`config.mk`:
```
export PLATFORM = sky130hd
export DESIGN_NAME = timer_irq_src
export DESIGN_NICKNAME = d
export VERILOG_FILES = /design/src/rtl/timer_irq_src.sv
export SDC_FILE = /design/constraint.sdc
export NUM_CORES = 1
export LEC_CHECK = 0
export ABC_CLOCK_PERIOD_IN_PS = 2000
export CAP_MARGIN = 20
export CELL_PAD_IN_SITES_DETAIL_PLACEMENT = 1
export CELL_PAD_IN_SITES_GLOBAL_PLACEMENT = 1
export CORE_MARGIN = 4
export CORE_UTILIZATION = 32
export CTS_BUF_LIST = sky130_fd_sc_hd__clkbuf_8
export CTS_CLUSTER_SIZE = 16
export DETAILED_ROUTE_END_ITERATION = 10
export HOLD_SLACK_MARGIN = 0.02
export PLACE_DENSITY_LB_ADDON = 0.3
export SYNTH_ARGS = -nofsm -noshare
export SYNTH_HDL_FRONTEND = slang
export SYNTH_SLANG_ARGS = --single-unit
```
`constraint.sdc`:
```
create_clock -name clk -period 2 [get_ports clk]
set_input_delay 0.4 -clock clk [delete_from_list [all_inputs] [get_ports clk]]
set_output_delay 0.4 -clock clk [all_outputs]
set_load 0.05 [all_outputs]
```
`src/rtl/timer_irq_src.sv`:
```
// Memory-mapped 16-bit machine timer with prescaler, compare match and sticky pending bit.
// Raises INT_CODE on int_flag one cycle after pending&enable; registered 1-cycle bus reads.
module timer_irq_src #(
  parameter int                DW       = 16,
  parameter int                INT_W    = 8,
  parameter logic [INT_W-1:0]  INT_CODE = INT_W'(1)
) (
  input  logic             clk,
  input  logic             rst_n,
  input  logic             bus_sel,
  input  logic             bus_we,
  input  logic [1:0]       bus_addr,
  input  logic [DW-1:0]    bus_wdata,
  output logic [DW-1:0]    bus_rdata,
  output logic [INT_W-1:0] int_flag
);

  localparam logic [1:0] A_CTRL  = 2'd0;
  localparam logic [1:0] A_PRESC = 2'd1;
  localparam logic [1:0] A_COUNT = 2'd2;
  localparam logic [1:0] A_CMP   = 2'd3;

  logic          en, ie, ar, pend;
  logic [DW-1:0] presc, count, cmp, pcnt;

  logic          wr, rd;
  logic          wr_ctrl, wr_presc, wr_count, wr_cmp;
  logic          run, tick, match;
  logic [DW-1:0] ctrl_val, rd_mux;

  assign wr       = bus_sel & bus_we;
  assign rd       = bus_sel & ~bus_we;
  assign wr_ctrl  = wr & (bus_addr == A_CTRL);
  assign wr_presc = wr & (bus_addr == A_PRESC);
  assign wr_count = wr & (bus_addr == A_COUNT);
  assign wr_cmp   = wr & (bus_addr == A_CMP);

  // A CTRL write clearing EN stops the prescaler on that very cycle.
  assign run   = en & ~(wr_ctrl & ~bus_wdata[0]);
  assign tick  = run & (pcnt == presc);
  // A software COUNT write overrides both the increment and the compare.
  assign match = tick & ~wr_count & (count == cmp);

  assign ctrl_val = {{(DW-4){1'b0}}, pend, ar, ie, en};

  always_comb begin
    rd_mux = '0;
    case (bus_addr)
      A_CTRL:  rd_mux = ctrl_val;
      A_PRESC: rd_mux = presc;
      A_COUNT: rd_mux = count;
      A_CMP:   rd_mux = cmp;
      default: rd_mux = '0;
    endcase
  end

  always_ff @(posedge clk or negedge rst_n) begin
    if (!rst_n) begin
      en        <= 1'b0;
      ie        <= 1'b0;
      ar        <= 1'b0;
      pend      <= 1'b0;
      presc     <= '0;
      count     <= '0;
      cmp       <= '1;
      pcnt      <= '0;
      bus_rdata <= '0;
      int_flag  <= '0;
    end else begin
      if (wr_ctrl) begin
        en <= bus_wdata[0];
        ie <= bus_wdata[1];
        ar <= bus_wdata[2];
      end
      if (wr_presc) presc <= bus_wdata;
      if (wr_cmp)   cmp   <= bus_wdata;

      if (wr_presc || (wr_ctrl && bus_wdata[0] && !en)) begin
        pcnt <= '0;
      end else if (run) begin
        pcnt <= tick ? '0 : pcnt + DW'(1);
      end

      if (wr_count) begin
        count <= bus_wdata;
      end else if (tick) begin
        count <= (match && ar) ? '0 : count + DW'(1);
      end

      // A new match outranks a simultaneous write-1-to-clear.
      if (match) begin
        pend <= 1'b1;
      end else if (wr_ctrl && bus_wdata[3]) begin
        pend <= 1'b0;
      end

      if (rd) bus_rdata <= rd_mux;
      int_flag <= (pend && ie) ? INT_CODE : '0;
    end
  end

endmodule

```
Word-level counts from Yosys, hierarchy flattened. Cells that the tools add are included.

Bits in registers: 85. Bits of input ports: 22. Output and inout port bits: 24. Logic and storage cells: 53.

Add/subtract/negate cells: 2. Eq/ne operators: 5. Mux-type cells: 10. Bitwise gates (word level): 15. Reduce and logical (&&, ||, !) cells: 11.

Operators by type and width (count): $mux W16 (6); $pmux W16 S4 (1); $add A16 B1 Y16 const B (2); $eq A16 B16 Y1 (2); $and A1 B1 Y1 (11); $reduce_bool A2 Y1 (3); $logic_and A1 B1 Y1 (5); $eq A2 B2 Y1 const B (2); $not A1 Y1 (4); $mux W1 (3); $eq A2 B1 Y1 const B (1); $logic_not A2 Y1 (1); $logic_not A1 Y1 (1); $logic_or A1 B1 Y1 (1).

Longest topological paths before layout. Gate-level depths: netlist of run 1.

Word-level depth: 12. Gate-level depth with buffers: 9. Depth with buffers taken out: 7.

Worst setup path before layout of run 1. OpenSTA, ideal clock, no wires.

Kind: input to register. From: input port bus_addr[1]. To: register pcnt[10]. Setup time: 0.120 ns. Arrival time: 1.902 ns. Required time: 1.880 ns. Path slack: -0.021 ns. Stages: 7. Buffers on the path: 1. Cells stage by stage: and3b_1 -> buf_6 -> mux2_4 -> or4b_4 -> nor3_2 -> xnor2_1 -> nor2_2.

Longest elaborated chain between the ends: 9. Elaborated cells on any way between the ends: 15. Classes of those cells: eq/ne: 1; mux: 3; bitwise: 6; reduce/logical: 5.

Ends and longest elaborated chain: from (decl) (RTL line 12) `input logic [1:0] bus_addr,`; $logic_not A2 Y1 (RTL line 33) `assign wr_ctrl = wr & (bus_addr == A_CTRL);`; $and A1 B1 Y1 (RTL line 33); $and A1 B1 Y1 (RTL line 39) `assign run = en & ~(wr_ctrl & ~bus_wdata[0]);`; $not A1 Y1 (RTL line 39); $and A1 B1 Y1 (RTL line 39); $and A1 B1 Y1 (RTL line 40) `assign tick = run & (pcnt == presc);`; $mux W16 (RTL line 81) `pcnt <= tick ? '0 : pcnt + DW'(1);`; $mux W16 (RTL line 80) `end else if (run) begin`; $mux W16 (RTL line 78) `if (wr_presc || (wr_ctrl && bus_wdata[0] && !en)) begin`; to (signal assigned) (RTL line 81); to (decl) (RTL line 24) `logic [DW-1:0] presc, count, cmp, pcnt;`.

Parallel ways exist; a longest one is shown, timed or not. The select of a mux whose other input is x is not followed. A chain may end at the register's enable or synchronous reset.

Worst setup path after layout of run 1.
From: register presc[3]. To: register count[8].

Longest elaborated chain between the ends: 8. Elaborated cells on any way between the ends: 9. Classes of those cells: eq/ne: 1; mux: 3; bitwise: 3; reduce/logical: 2.

Ends and longest elaborated chain: from (decl) (RTL line 24); from (signal assigned) (RTL line 75) `if (wr_presc) presc <= bus_wdata;`; $eq A16 B16 Y1 (*) (RTL line 40); $and A1 B1 Y1 (*) (RTL line 40); $and A1 B1 Y1 (2 in a row) (RTL line 42) `assign match = tick & ~wr_count & (count == cmp);`; $logic_and A1 B1 Y1 (RTL line 87) `count <= (match && ar) ? '0 : count + DW'(1);`; $mux W16 (RTL line 87); $mux W16 (RTL line 86) `end else if (tick) begin`; $mux W16 (RTL line 84) `if (wr_count) begin`; to (signal assigned) (RTL line 85) `count <= bus_wdata;`; to (signal assigned) (RTL line 87); to (decl) (RTL line 24).

Mark *: on every way between the ends. The rest lies on a longest branch, timed or not. The select of a mux whose other input is x is not followed.

==> flow_summary.ini, run 1 <==
[die]
die_h_um = 128
die_w_um = 128
io_pins = 46
rows = 43
core_mm2 = 0.0139
dieArea_mm2 = 0.0163
initial_core_util = 0.328

[sta]
hold_ws_ns = 0.463
slew_headroom = 0.662
timing.fmax_ghz = 0.487
setup_violations = 5
rsz0062_at_grt = yes
post-route-period-util = 1.03
worst_slack_ns = -0.0518
skew_ns = 0.0144
worstMarginPinSlew_ns = 0.506
finalHoldViolations = 0
drv_slew = 0
min_period_ns = 2.05

[setup_path]
crit_type = register to register
worstPathArrival_ns = 2.35
max_stage_delay_ns = 0.58
rr_endpoint = count[8]
rrSetupSlack_ns = -0.05
required_ns = 2.30
reg2reg_depth = 7
start_kind = register
worstReg2RegStart = presc[3]
end_kind = register
critPathCapture = count[8]
critical-path-slowest-cell = or4_4
critPathMaxFanout = 7
path_cells = xnor2_2 > nand4_1 > or4_4 > a211oi_4 > buf_6 > a32oi_1 > o21ai_1
startpoint = presc[3]

[global_routing]
antenna_found_initial = 0
grt_pass1_wl_um = 22500
grt_usage = 0.178
first_global_vias = 4103
grt-ovfl-total = 0
grt_max_degree = 37

[cts]
ctsHtreeMaxLevel = 3
cts_tree = done
numCtsBuffers = 9
insertion_delay_ns = 0.38
clk_pin_slew_ns = 0.09
clock-sinks = 85
cts.path.max_buffers = 2
cts_root_buf = clkbuf_8

[final_layout]
num_antenna_cells = 0
finish.utilization = 0.436
drive_above_1_share = 0.360
layout_common_cells = buf_4 (72), dfrtp_1 (67), mux2_2 (46), nand2_1 (46), xnor2_1 (36)
final_common_cell = buf_4
n_fill_cell = 1582
nNetsFinal = 575
syn2layout_area_growth_pct = 32.6

[placed_design]
gp_congestion = 0.823
io_buffers = 38
hpwlAfterDp_um = 10600

[routing]
wire_per_inst_um = 19.2
drtIter0Drc = 156
routed_via_density = 5.17
first_pass_iters = 5
final_antenna_net_count = 0
finalWirelength_um = 14200
route.vias.total = 3805
remaining_drc_errors = 0

[yosys]
synthArstFlopShare = 1.00
yosysWarningCount = 0
synth_top_area_share = 0.377
ys_seq_area_frac = 0.469
synth_edf_count = 0
synthFlopType = dfrtp_1
ys_types = 50
synth.cell_area_mm2 = 0.00458
synth_area_leaders = dfrtp_1 (38%), mux2_2 (11%), dfstp_2 (9.2%)
syn_inst = 443
yosysTopAreaCell = dfrtp_1
synth_seq_cells = 85
synth_area_per_cell_um2 = 10.3

[power_and_ir_drop]
power_density_mw_per_mm2 = 915
ir_drop_uv = 386
leakage_uw = 0.00255

[outcome]
violations = negative setup slack
status = finished, violations left

[worst_hold_path]
hp-class = input pin to asynchronous set/reset pin

[run]
cap_violations = 0
-- how the worst min path moves through the flow --
stage / end / cells past startpoint / from / slack (ns)
2_1_floorplan: ar / 0 / rst_n / 0.10
3_3_place_gp: pcnt[1] / 1 / rst_n / 0.31
3_5_place_dp: pcnt[1] / 1 / rst_n / 0.32
4_1_cts: pcnt[1] / 2 / rst_n / 0.46
5_1_grt: pcnt[1] / 2 / rst_n / 0.47
6_report: bus_rdata[1] / 2 / rst_n / 0.46
-- routing by layer --
layer / GRT usage / up-vias / wire length (µm)
met3: 0.0234 / 16 / 468
li1: - / 1784 / -
met5: 0 / - / 0
met2: 0.302 / 60 / 7150
met1: 0.238 / 1945 / 6300
met4: 0.0543 / 0 / 236
-- cells in the mapped netlist (2+ instances only) --
library cell  count
nand3b_1          2
xor2_1            6
nand2b_1          2
nand2_1          47
o21ai_0          34
nor2b_1           2
nand3_1          17
and2_1            3
clkbuf_1         16
nor3_1            5
ha_1              2
dfstp_2          16
or2_2             3
buf_4             7
nor2_1           26
buf_2             4
a22oi_1          23
a21oi_1          11
nor4_2            2
or3_1             3
mux2_2           46
dfrtp_1          69
xnor2_1          38
a32oi_1           4
inv_1            12
mux4_2            4
nand4_1          16
-- metrics by stage --
| stage | power, µW | worst slack (ns) | area [µm²] | setup TNS, ns | std cells |
|---|---|---|---|---|---|
| finish | 5560 | -0.0518 | 6070 | -0.155 | 736 |
| global route | 5860 | -0.181 | 6070 | -1.94 | 736 |
| CTS | 5550 | -0.0650 | 5910 | -0.175 | 731 |
| detailed placement | 4160 | -0.467 | 5610 | -12.48 | 708 |
| global placement | 4090 | -0.426 | 5610 | -10.19 | 708 |
| floorplan | 3390 | -0.0213 | 4600 | -0.0213 | 449 |
-- state kept, by name (all words and copies together), names as in the netlist --
signal     count
ar             1
bus_rdata     16
cmp           16
count         16
en             1
ie             1
int_flag       1
pcnt          16
pend           1
presc         16
-- power by group --
part           internal [µW]  switching (µW)
sequential              2080             290
combinational            860             998
clock                    646             686
-- what timing repair did --
item                                   in CTS  in global routing
setup endpoints to repair                  25                 33
setup buffers                               6                  3
hold buffers                                1                  0
gates cloned                                0                  2
endpoints found under the hold margin      14                  0
pin swaps                                   9                  7
gates resized for setup                    20                 39
-- final cells by class --
type	count	area (µm²)	area share
Inverter	12	45.0	0.00742
Timing Repair Buffer	120	1050	0.174
Tap cell	180	225	0.0371
Multi-Input combinational cell	323	2390	0.393
Clock inverter	5	58.8	0.00969
Clock buffer	11	151	0.0249
Sequential cell	85	2150	0.354
-- logic make-up after synthesis --
group,count (synthesis),synth area share
xor+xnor,44,0.0842
flops,85,0.469
simple gates,136,0.148
buf+inv,41,0.0421
fa+ha+maj,2,0.00547
compound gates,83,0.115
other cells,1,0.000819
mux,51,0.136
-- worst max-delay path, delay by kind of cell, from the launching register on --
kind | cells | cell delay, ns
compound gates | 3 | 0.44
xor+xnor | 1 | 0.21
buf+inv | 1 | 0.17
flops | 1 | 0.43
simple gates | 2 | 0.74
No activity file was read; power rests on OpenSTA's default activity.
==> inputs of run 2 (changes only) <==
--- a/config.mk
+++ b/config.mk
@@ -12,7 +12,6 @@
 export CORE_MARGIN = 4
 export CORE_UTILIZATION = 32
 export CTS_BUF_LIST = sky130_fd_sc_hd__clkbuf_8
-export CTS_CLUSTER_SIZE = 16
 export DETAILED_ROUTE_END_ITERATION = 10
 export HOLD_SLACK_MARGIN = 0.02
 export PLACE_DENSITY_LB_ADDON = 0.3
==> results of run 2 <==
No change in the layout: final DEF, timing and power equal those of run 1.
==> inputs of run 3 (changes only) <==
==> constraint.sdc (replaced) <==
create_clock -name clk -period 2 [get_ports clk]
set_input_delay 0.2 -clock clk [delete_from_list [all_inputs] [get_ports clk]]
set_output_delay 0.2 -clock clk [all_outputs]
set_load 0.05 [all_outputs]
==> run 3 against run 2 <==
Compared with the run above: the flow still finishes with violations (negative setup slack); combinational power barely moved; cell count fell by 0.82%; maximum frequency rose by 1.1%; via count rose by 0.11%; routed wire length fell by 0.42%; critical endpoint unchanged; register-to-register slack improved by 0.02 ns; clock power rose by 4%; first-iteration DRC count rose by 10%; total power rose by 0.87%.
==> flow_summary.ini, run 3 (synthesized netlist as in run 1, its figures left out) <==
[routing]
route.vias.total = 3809
routed_via_density = 5.22
wire_per_inst_um = 19.3
drtIter0Drc = 172
final_antenna_net_count = 0
first_pass_iters = 4
remaining_drc_errors = 0
finalWirelength_um = 14100

[setup_path]
path_delay_family = simple AND/OR/NAND/NOR gates
path_cells = xnor2_2 > nand4_1 > or4_4 > a211oi_2 > buf_4 > a32oi_1 > o21ai_1
start_kind = register
crit_type = register to register
required_ns = 2.31
worstPathArrival_ns = 2.34
critical_path_buf_inv_count = 1
max_stage_delay_ns = 0.58
end_kind = register
critical-path-slowest-cell = or4_4
critPathMaxFanout = 7

[final_layout]
n_fill_cell = 1548
nNetsFinal = 569
finish.utilization = 0.433
num_antenna_cells = 0
final_common_cell = buf_4
drive_above_1_share = 0.355
multiInputGateArea_mm2 = 0.00241
regArea_mm2 = 0.00215
syn2layout_area_growth_pct = 31.8
layout_common_cells = buf_4 (71), dfrtp_1 (67), nand2_1 (47), mux2_2 (46), clkdlybuf4s50_1 (37)

[sta]
slew_headroom = 0.637
min_period_ns = 2.03
finalHoldViolations = 0
post-route-period-util = 1.01
timing.fmax_ghz = 0.493
skew_ns = 0.00979
drv_slew = 0
worst_slack_ns = -0.0297
setup_violations = 2
rsz0062_at_grt = yes
worstMarginPinSlew_ns = 0.540
finalSetupTns_ns = -0.0385

[die]
initial_core_util = 0.328
io_pins = 46
die_h_um = 128
core_mm2 = 0.0139
rows = 43
die_w_um = 128
dieArea_mm2 = 0.0163

[power_and_ir_drop]
ir_drop_uv = 289
leakage_uw = 0.00250
finalPower_uw = 5610
power_density_mw_per_mm2 = 929

[placed_design]
gp_congestion = 0.862
io_buffers = 38
hpwlAfterDp_um = 10500

[global_routing]
grt-ovfl-total = 0
first_global_vias = 4126
grt_max_degree = 36
antenna_found_initial = 0
grt_pass1_wl_um = 22400
grt_usage = 0.179

[cts]
numCtsBuffers = 9
clock-sinks = 85
cts_root_buf = clkbuf_8
insertion_delay_ns = 0.38
cts.path.max_buffers = 2
cts_tree = done
ctsHtreeMaxLevel = 3
clk_pin_slew_ns = 0.09

[worst_hold_path]
hp-class = input pin to asynchronous set/reset pin

[outcome]
violations = negative setup slack
status = finished, violations left

[run]
cap_violations = 0
run 3: cell types whose count changed in the layout (fill, tap and decap cells not counted), moves of 3 or more:
cell	change
nor2_2	-3
xnor2_1	-6
nor2_1	+3
nand3_1	-4
clkdlybuf4s50_1	+6
xnor2_2	+6
nand3_2	+4
dlygate4sd2_1	-3
dlymetal6s2s_1	-3
buf_6	-6
run 3: cell type report:
type                       instances  share of cell area
multi-input combinational        323               0.399
sequential                        85               0.356
timing repair buffer             114               0.163
tap                              180              0.0373
clock buffer                      13              0.0296
inverter                          12             0.00746
clock inverter                     3             0.00705
run 3: worst paths after layout:
path / start / end / slack [ns] / depth (start not counted)
worst max-delay path: presc[2] / count[8] / -0.03 / 7
worst min-delay path: rst_n / pcnt[9] / 0.33 / 2
worst max register to register: presc[2] / count[8] / -0.03 / 7
worst min register to register: bus_rdata[12] / bus_rdata[12] / 0.49 / 2
max in group asynchronous: rst_n / cmp[3] / 0.96 / 3
min in group clk: bus_rdata[12] / bus_rdata[12] / 0.49 / 2
run 3: repair_timing:
action | 4_1_cts | 5_1_grt
resized for setup | 8 | 36
setup endpoints to repair | 13 | 30
buffers inserted | 2 | 4
gates cloned | 0 | 2
endpoints found under the hold margin | 30 | 0
pin swaps | 8 | 14
hold buffers | 1 | 0
run 3: power breakdown:
part | total, µW | internal [µW] | switching [µW]
logic | 1850 | 871 | 977
clock network | 1380 | 713 | 668
registers | 2380 | 2080 | 298
run 3: metal layers:
layer,vias to the layer above,GRT usage,share of wire
met1,1941,0.237,0.46
met4,0,0.0811,0.029
met5,-,0,0
met2,60,0.290,0.48
li1,1778,-,-
met3,30,0.0255,0.030
run 3: through the flow:
| stage | setup WS [ns] | hold WS [ns] | area (µm²) | instances |
|---|---|---|---|---|
| 2_1_floorplan | 0.0358 | -0.0956 | 4600 | 449 |
| 3_3_place_gp | -0.228 | 0.206 | 5580 | 705 |
| 3_5_place_dp | -0.289 | 0.208 | 5580 | 705 |
| 4_1_cts | 0.000327 | 0.336 | 5870 | 724 |
| 5_1_grt | -0.116 | 0.370 | 6030 | 730 |
| 6_report | -0.0297 | 0.328 | 6030 | 730 |
